File: src/rtl/md_seq.sv
// Sequential multiply/divide unit owning HI/LO: fixed-latency multiply, restoring divide.
// Build option: define MD_SEQ_MACC_EN to enable MADD/MADDU/MSUB/MSUBU (ops 7-10).
module md_seq #(
  parameter int WIDTH      = 32,
  parameter int MUL_CYCLES = 5
) (
  input  logic             clk,
  input  logic             rst,
  input  logic [3:0]       op,
  input  logic [WIDTH-1:0] da,
  input  logic [WIDTH-1:0] db,
  input  logic             stop,
  input  logic             flush,
  output logic             busy,
  output logic             done,
  output logic             div0,
  output logic [WIDTH-1:0] hi,
  output logic [WIDTH-1:0] lo
);

  localparam int MAXC = (WIDTH > MUL_CYCLES) ? WIDTH : MUL_CYCLES;
  localparam int CW   = $clog2(MAXC + 1);
  localparam logic [CW-1:0] MUL_LOAD = CW'(MUL_CYCLES);
  localparam logic [CW-1:0] DIV_LOAD = CW'(WIDTH);
  localparam logic [CW-1:0] CNT_ONE  = CW'(1);
  localparam logic [CW-1:0] CNT_ZERO = CW'(0);

  localparam logic [3:0] OP_MULT  = 4'd1;
  localparam logic [3:0] OP_MULTU = 4'd2;
  localparam logic [3:0] OP_DIV   = 4'd3;
  localparam logic [3:0] OP_DIVU  = 4'd4;
  localparam logic [3:0] OP_MTHI  = 4'd5;
  localparam logic [3:0] OP_MTLO  = 4'd6;
  localparam logic [3:0] OP_MADD  = 4'd7;
  localparam logic [3:0] OP_MADDU = 4'd8;
  localparam logic [3:0] OP_MSUB  = 4'd9;
  localparam logic [3:0] OP_MSUBU = 4'd10;

  typedef enum logic [1:0] {
    S_IDLE = 2'd0,
    S_MUL  = 2'd1,
    S_DIV  = 2'd2
  } state_t;

  typedef enum logic [1:0] {
    M_MUL = 2'd0,
    M_ADD = 2'd1,
    M_SUB = 2'd2
  } mode_t;

  state_t           state_r, state_s;
  mode_t            mode_r, mode_s;
  logic [CW-1:0]    cnt_r, cnt_s;
  logic [WIDTH-1:0] opa_r, opa_s;
  logic [WIDTH-1:0] opb_r, opb_s;
  logic [WIDTH-1:0] rem_r, rem_s;
  logic             sgn_r, sgn_s;
  logic             neg_q_r, neg_q_s;
  logic             neg_r_r, neg_r_s;
  logic [WIDTH-1:0] hi_r, hi_s;
  logic [WIDTH-1:0] lo_r, lo_s;
  logic             busy_r;
  logic             done_r, done_s;
  logic             div0_r, div0_s;

  logic [2*WIDTH-1:0] a_ext_s, b_ext_s, prod_s, acc_s;
  logic [WIDTH:0]     shift_s;
  logic [WIDTH-1:0]   diff_s, rem_step_s, quo_step_s;
  logic               ge_s;
  logic               div_sgn_s;
  logic [WIDTH-1:0]   mag_a_s, mag_b_s;

  // Datapath: product/accumulate from latched operands, one restoring divide step.
  always_comb begin
    a_ext_s    = sgn_r ? {{WIDTH{opa_r[WIDTH-1]}}, opa_r} : {{WIDTH{1'b0}}, opa_r};
    b_ext_s    = sgn_r ? {{WIDTH{opb_r[WIDTH-1]}}, opb_r} : {{WIDTH{1'b0}}, opb_r};
    prod_s     = a_ext_s * b_ext_s;
    case (mode_r)
      M_ADD:   acc_s = {hi_r, lo_r} + prod_s;
      M_SUB:   acc_s = {hi_r, lo_r} - prod_s;
      default: acc_s = prod_s;
    endcase
    // opa_r holds the dividend bits still to shift in; quotient bits fill from the right.
    shift_s    = {rem_r, opa_r[WIDTH-1]};
    ge_s       = (shift_s >= {1'b0, opb_r});
    diff_s     = shift_s[WIDTH-1:0] - opb_r;
    rem_step_s = ge_s ? diff_s : shift_s[WIDTH-1:0];
    quo_step_s = {opa_r[WIDTH-2:0], ge_s};
    div_sgn_s  = (op == OP_DIV);
    mag_a_s    = (div_sgn_s && da[WIDTH-1]) ? -da : da;
    mag_b_s    = (div_sgn_s && db[WIDTH-1]) ? -db : db;
  end

  // Next-state and next-register computation for the control FSM.
  always_comb begin
    state_s = state_r;
    mode_s  = mode_r;
    cnt_s   = cnt_r;
    opa_s   = opa_r;
    opb_s   = opb_r;
    rem_s   = rem_r;
    sgn_s   = sgn_r;
    neg_q_s = neg_q_r;
    neg_r_s = neg_r_r;
    hi_s    = hi_r;
    lo_s    = lo_r;
    done_s  = 1'b0;
    div0_s  = 1'b0;
    if (flush) begin
      state_s = S_IDLE;
      cnt_s   = CNT_ZERO;
    end else if (stop) begin
      state_s = state_r;
    end else begin
      case (state_r)
        S_IDLE: begin
          case (op)
            OP_MULT, OP_MULTU: begin
              state_s = S_MUL;
              cnt_s   = MUL_LOAD;
              mode_s  = M_MUL;
              sgn_s   = (op == OP_MULT);
              opa_s   = da;
              opb_s   = db;
            end
`ifdef MD_SEQ_MACC_EN
            OP_MADD, OP_MADDU, OP_MSUB, OP_MSUBU: begin
              state_s = S_MUL;
              cnt_s   = MUL_LOAD;
              mode_s  = ((op == OP_MADD) || (op == OP_MADDU)) ? M_ADD : M_SUB;
              sgn_s   = (op == OP_MADD) || (op == OP_MSUB);
              opa_s   = da;
              opb_s   = db;
            end
`endif
            OP_DIV, OP_DIVU: begin
              if (db == {WIDTH{1'b0}}) begin
                div0_s = 1'b1;
              end else begin
                state_s = S_DIV;
                cnt_s   = DIV_LOAD;
                sgn_s   = 1'b0;
                opa_s   = mag_a_s;
                opb_s   = mag_b_s;
                rem_s   = {WIDTH{1'b0}};
                neg_q_s = div_sgn_s && (da[WIDTH-1] ^ db[WIDTH-1]);
                neg_r_s = div_sgn_s && da[WIDTH-1];
              end
            end
            OP_MTHI: begin
              hi_s   = da;
              done_s = 1'b1;
            end
            OP_MTLO: begin
              lo_s   = da;
              done_s = 1'b1;
            end
            default: state_s = S_IDLE;
          endcase
        end
        S_MUL: begin
          if (cnt_r == CNT_ONE) begin
            {hi_s, lo_s} = acc_s;
            done_s       = 1'b1;
            state_s      = S_IDLE;
            cnt_s        = CNT_ZERO;
          end else begin
            cnt_s = cnt_r - CNT_ONE;
          end
        end
        S_DIV: begin
          opa_s = quo_step_s;
          rem_s = rem_step_s;
          if (cnt_r == CNT_ONE) begin
            lo_s    = neg_q_r ? -quo_step_s : quo_step_s;
            hi_s    = neg_r_r ? -rem_step_s : rem_step_s;
            done_s  = 1'b1;
            state_s = S_IDLE;
            cnt_s   = CNT_ZERO;
          end else begin
            cnt_s = cnt_r - CNT_ONE;
          end
        end
        default: begin
          state_s = S_IDLE;
          cnt_s   = CNT_ZERO;
        end
      endcase
    end
  end

  // State and output registers; synchronous reset discards any in-flight op.
  always_ff @(posedge clk) begin
    if (rst) begin
      state_r <= S_IDLE;
      mode_r  <= M_MUL;
      cnt_r   <= CNT_ZERO;
      opa_r   <= {WIDTH{1'b0}};
      opb_r   <= {WIDTH{1'b0}};
      rem_r   <= {WIDTH{1'b0}};
      sgn_r   <= 1'b0;
      neg_q_r <= 1'b0;
      neg_r_r <= 1'b0;
      hi_r    <= {WIDTH{1'b0}};
      lo_r    <= {WIDTH{1'b0}};
      busy_r  <= 1'b0;
      done_r  <= 1'b0;
      div0_r  <= 1'b0;
    end else begin
      state_r <= state_s;
      mode_r  <= mode_s;
      cnt_r   <= cnt_s;
      opa_r   <= opa_s;
      opb_r   <= opb_s;
      rem_r   <= rem_s;
      sgn_r   <= sgn_s;
      neg_q_r <= neg_q_s;
      neg_r_r <= neg_r_s;
      hi_r    <= hi_s;
      lo_r    <= lo_s;
      busy_r  <= (state_s != S_IDLE);
      done_r  <= done_s;
      div0_r  <= div0_s;
    end
  end

  assign busy = busy_r;
  assign done = done_r;
  assign div0 = div0_r;
  assign hi   = hi_r;
  assign lo   = lo_r;

endmodule
File: config.mk
export PLATFORM = sky130hd
export DESIGN_NAME = md_seq
export DESIGN_NICKNAME = d
export VERILOG_FILES = /design/src/rtl/md_seq.sv
export SDC_FILE = /design/constraint.sdc
export NUM_CORES = 2
export LEC_CHECK = 0
export ABC_AREA = 0
export CORE_MARGIN = 4
export CORE_UTILIZATION = 45
export CTS_CLUSTER_SIZE = 16
export DETAILED_ROUTE_END_ITERATION = 10
export GPL_TIMING_DRIVEN = 1
export PLACE_DENSITY_LB_ADDON = 0.1
export SKIP_LAST_GASP = 1
export SYNTH_ARGS = -nofsm -noshare
export SYNTH_HDL_FRONTEND = slang
export SYNTH_SLANG_ARGS = --single-unit
export TNS_END_PERCENT = 30
File: constraint.sdc
create_clock -name clk -period 17.13 [get_ports clk]
set_input_delay 3.426 -clock clk [delete_from_list [all_inputs] [get_ports clk]]
set_output_delay 3.426 -clock clk [all_outputs]
set_load 0.01 [all_outputs]
==> results.txt <==
The run finished with clean final reports. Of all nets on the critical path, the largest fanout is 22. The share of total power in the clock network is a little under a third.

The number of max-slew violations in the final report is 0. The congestion estimate from routability-driven global placement came to 0.948. The achievable frequency is between 0.08 and 0.09 GHz. In the synthesized netlist the dominant register cell turns out to be sky130_fd_sc_hd__dfxtp_1. Row generation in the floorplan step produced 135 rows.

The number of flops mapped to enable cells by yosys is 0. The growth of design area from synthesis to finish is 5.86%. The total setup buffers inserted after CTS came out at 0. The minimum setup slack among reg-to-reg paths came out at 5.32 ns.

The total half-perimeter wirelength after legalization and detailed placement came out at ~170 mm. For this run, the register share of the synthesized area comes to ~5.7%. The average via count per standard cell came out at between 5 and 6. The summed instance area of the synthesized netlist is around 0.061 mm^2. The transition time at the pin with the least slew margin came out at between 1 and 1.5 ns. The relative contribution of sequential cells to total power came out at between 20% and 30%.

Once layout is done, the placed cells without fillers occupy ~0.065 mm^2. The element type at the critical path end is a flip-flop. The post-layout total power is approximately 1.4 mW. The post-route fraction of the period consumed by the critical path is around 70%. Summed over all instances, the cell type with the most area after synthesis is sky130_fd_sc_hd__fa_1. The initial DRC count came out at just over 4000. After detailed placement, the design holds a cell count of approximately 8700. The CTS buffer count is 17.

The standard cell area after detailed placement came out at 0.0643 mm^2. Entering global routing, the biggest net connects 77 pins. The net count after synthesis came out at 8863. In the final design database the tool counted about 8700 nets. The number of global-route vias before repair came out at between 50000 and 60000.

The post-cts repair resize count came out at 0. For this design, the slowest cell found on the critical path is sky130_fd_sc_hd__nor4_1. Hold is met by ~0.46 ns. The maximum resistive drop on vdd came out at approximately 0.066 mV. In this run the horizontal extent of the chip is ~380 um.

The clock passes through at most 2 buffers. The post-detailed-route count of antenna-violating nets came out at 0. The worst setup path is of the flip-flop to flip-flop kind. The setup total negative slack is 0 ns. The number of I/O pins is approximately 140. Setup violations remaining at the end of the flow were counted as 0. For the worst-skew pair, the clock arrives at the later sink with an insertion delay of 0.53 ns. The longest individual stage delay on the worst path came out at around 1.0 ns. Between clock sinks in the finished design, the worst skew comes to 0.0299 ns.

Across every metal layer, demand over resource in global routing totals between 30% and 40%. The number of buffer cells added on primary ports came out at between 100 and 150. The final period demand of the worst path came out at between 10 and 15 ns.

Clock tree synthesis selected as its root buffer the cell sky130_fd_sc_hd__clkbuf_16. For this run, the number of standard cells in the final layout without fillers is 8688. Across the run, the number of max-cap violations was 0. The combinational group share of total power is 40.4%. The filler cells instantiated in the layout total about 13000. The share of flip-flops with an asynchronous set or reset after synthesis came out at 0%. The critical path startpoint category is a flip-flop. The global-route wire length before repair is 332 mm. The final setup slack of the worst path came out at ~5.3 ns. The deepest level of the CTS H-tree is 4.

The average instance in the mapped netlist occupies roughly 8.7 um^2. The cell count after synthesis is ~7000. In this design, the critical path's most frequently occurring cell is sky130_fd_sc_hd__fa_1. By area the synthesized netlist is led by sky130_fd_sc_hd__fa_1 46%, sky130_fd_sc_hd__inv_1 9.7%, sky130_fd_sc_hd__ha_1 7.2%. The synthesized flop and latch total came out at 174. The clock slew at the register clock pins of the worst setup and hold paths is roughly 0.1 ns.

The post-route netlist has under 10% of its cells at a drive strength greater than 1. The area share of the largest cell type after synthesis is a little under half. The total overflow reported by the global router came out at 0. In the routed design, unresolved DRC markers number 0. The vias after detailed routing is 48200. The region available for standard cell placement spans 0.135 mm^2. Data on the critical path is required at its endpoint by roughly 18 ns. For this design, the sink count on the clock tree is 174. Setup repair after global routing left no endpoint under its margin. The internal power contribution came out at roughly 780 uW. The starting density of the core is between 40% and 50%. The switching component of the power is 657 uW. TritonCTS built the clock tree.

The count of cell types in the netlist is 88. The final cell utilization of the core is between 40% and 50%. From bottom edge to top edge, the die measures 377 um. The worst path arrival time came out at between 10 and 15 ns. In this run the power density over the cells is about 22 mW/mm^2.

The switching share of total power is 45.6%. The count of hold-fix buffers inserted at cts is 0. After detailed routing, the average wire length per cell comes to between 20 and 30 um. The number of warnings printed during yosys synthesis came out at 0. For this run, the detailed router's first-pass iteration total came to 5.

The post-place setup slack came out at between 5 and 6 ns. Wires add up to roughly 220 mm. The kind of path behind the tightest hold check is flip-flop to flip-flop.

The die area came out at 0.142 mm^2. The final number of hold-violating endpoints is 0. The leakage power figure is 31.9 nW.

The initial antenna violation count was 16. Headroom to the max-slew limit came out at between 10% and 20%.
==> logic make-up after synthesis <==
group | after synthesis | share of synthesized area (%)
muxes | 28 | 0.471
and+or+nand+nor | 1994 | 15.7
buffers and inverters | 1992 | 12.3
DFF | 174 | 5.68
AOI/OAI and AO/OA | 818 | 8.92
xor gates and xnor gates | 240 | 3.43
adders and majority gates | 1774 | 53.6
==> path summary, 6_finish.rpt <==
| path | to | cells after the start | from |
|---|---|---|---|
| max | hi[25]$_SDFFE_PP0P_ | 31 | sgn_r$_SDFFE_PP0P_ |
| min | hi[10]$_SDFFE_PP0P_ | 2 | hi[10]$_SDFFE_PP0P_ |
| max reg2reg | hi[25]$_SDFFE_PP0P_ | 31 | sgn_r$_SDFFE_PP0P_ |
| min reg2reg | hi[10]$_SDFFE_PP0P_ | 2 | hi[10]$_SDFFE_PP0P_ |
==> state kept, by name, summed over array words and instances, names as in the netlist, 2 cells and up <==
register and cells:
hi 32, cnt_r 6, opa_r 32, lo 32, state_r 2, opb_r 32
rem_r 32
==> cell usage after synthesis (all sizes together), types with 81 or more instances <==
| cell type | count |
|---|---|
| clkbuf | 353 |
| a21oi | 245 |
| xor2 | 81 |
| inv | 1589 |
| nor2 | 299 |
| nand2 | 812 |
| ha | 351 |
| o21ai | 142 |
| xnor2 | 159 |
| fa | 1420 |
| dfxtp | 174 |
| and2 | 537 |
==> worst max-delay path, delay by kind of cell (launching register included) <==
kind	cells	cell delay, ns
adder cells (fa/ha/maj)	11	5.91
flip-flops	1	0.33
AO/OA/AOI/OAI	4	1.50
XOR/XNOR	1	0.19
AND/OR/NAND/NOR	8	2.47
buffers and inverters	7	1.22
==> cell type report <==
type	instances	area, um^2	share of cell area, %
Antenna cell	4	10.0	0.0154
Sequential cell	174	3500	5.38
Timing Repair Buffer	251	2230	3.44
Tap cell	1781	2230	3.43
Clock inverter	14	168	0.258
Inverter	1592	5980	9.20
Multi-Input combinational cell	4854	50400	77.6
Clock buffer	18	429	0.661
==> per-layer routing <==
layer	track usage, %	part of all wire [%]	up-vias
met3	4.95	6.7	332
met2	51.2	47	1683
met5	0	0.022	-
met4	10.6	4.1	8
met1	43.1	42	25200
li1	-	-	21000
==> placed cells by master (no fill, tap or decap), types with 17 or more instances in the layout <==
cell                              instances
sky130_fd_sc_hd__nor3_1                  73
sky130_fd_sc_hd__nand4_1                 24
sky130_fd_sc_hd__o21ai_0                137
sky130_fd_sc_hd__nor4_1                  33
sky130_fd_sc_hd__a21oi_1                243
sky130_fd_sc_hd__mux2i_1                 24
sky130_fd_sc_hd__or3_1                   28
sky130_fd_sc_hd__nand2_1                811
sky130_fd_sc_hd__a31oi_1                 24
sky130_fd_sc_hd__ha_1                   348
sky130_fd_sc_hd__nor2_1                 299
sky130_fd_sc_hd__dfxtp_1                164
sky130_fd_sc_hd__inv_1                 1588
sky130_fd_sc_hd__clkdlybuf4s50_1        137
sky130_fd_sc_hd__and3_1                  42
sky130_fd_sc_hd__o41ai_1                 22
sky130_fd_sc_hd__a21o_1                  63
sky130_fd_sc_hd__xor2_1                  81
sky130_fd_sc_hd__nand3_1                 52
sky130_fd_sc_hd__and2_1                 537
sky130_fd_sc_hd__buf_4                  113
sky130_fd_sc_hd__nand2b_1                28
sky130_fd_sc_hd__xnor2_1                159
sky130_fd_sc_hd__o211ai_1                36
sky130_fd_sc_hd__fa_1                  1420
sky130_fd_sc_hd__clkbuf_16               17
sky130_fd_sc_hd__o31ai_1                 33
sky130_fd_sc_hd__a211oi_1                50
sky130_fd_sc_hd__a221oi_1                34
==> power by group through the flow <==
stage / clock network (mW) / logic [mW] / registers [mW]
finish: 0.438 / 0.582 / 0.422
global route: 0.458 / 0.622 / 0.423
CTS: 0.444 / 0.569 / 0.422
detailed placement: 0 / 0.565 / 0.431
global placement: 0 / 0.565 / 0.431
floorplan: 0 / 0.364 / 0.425
No activity file was read; power rests on OpenSTA's default activity.
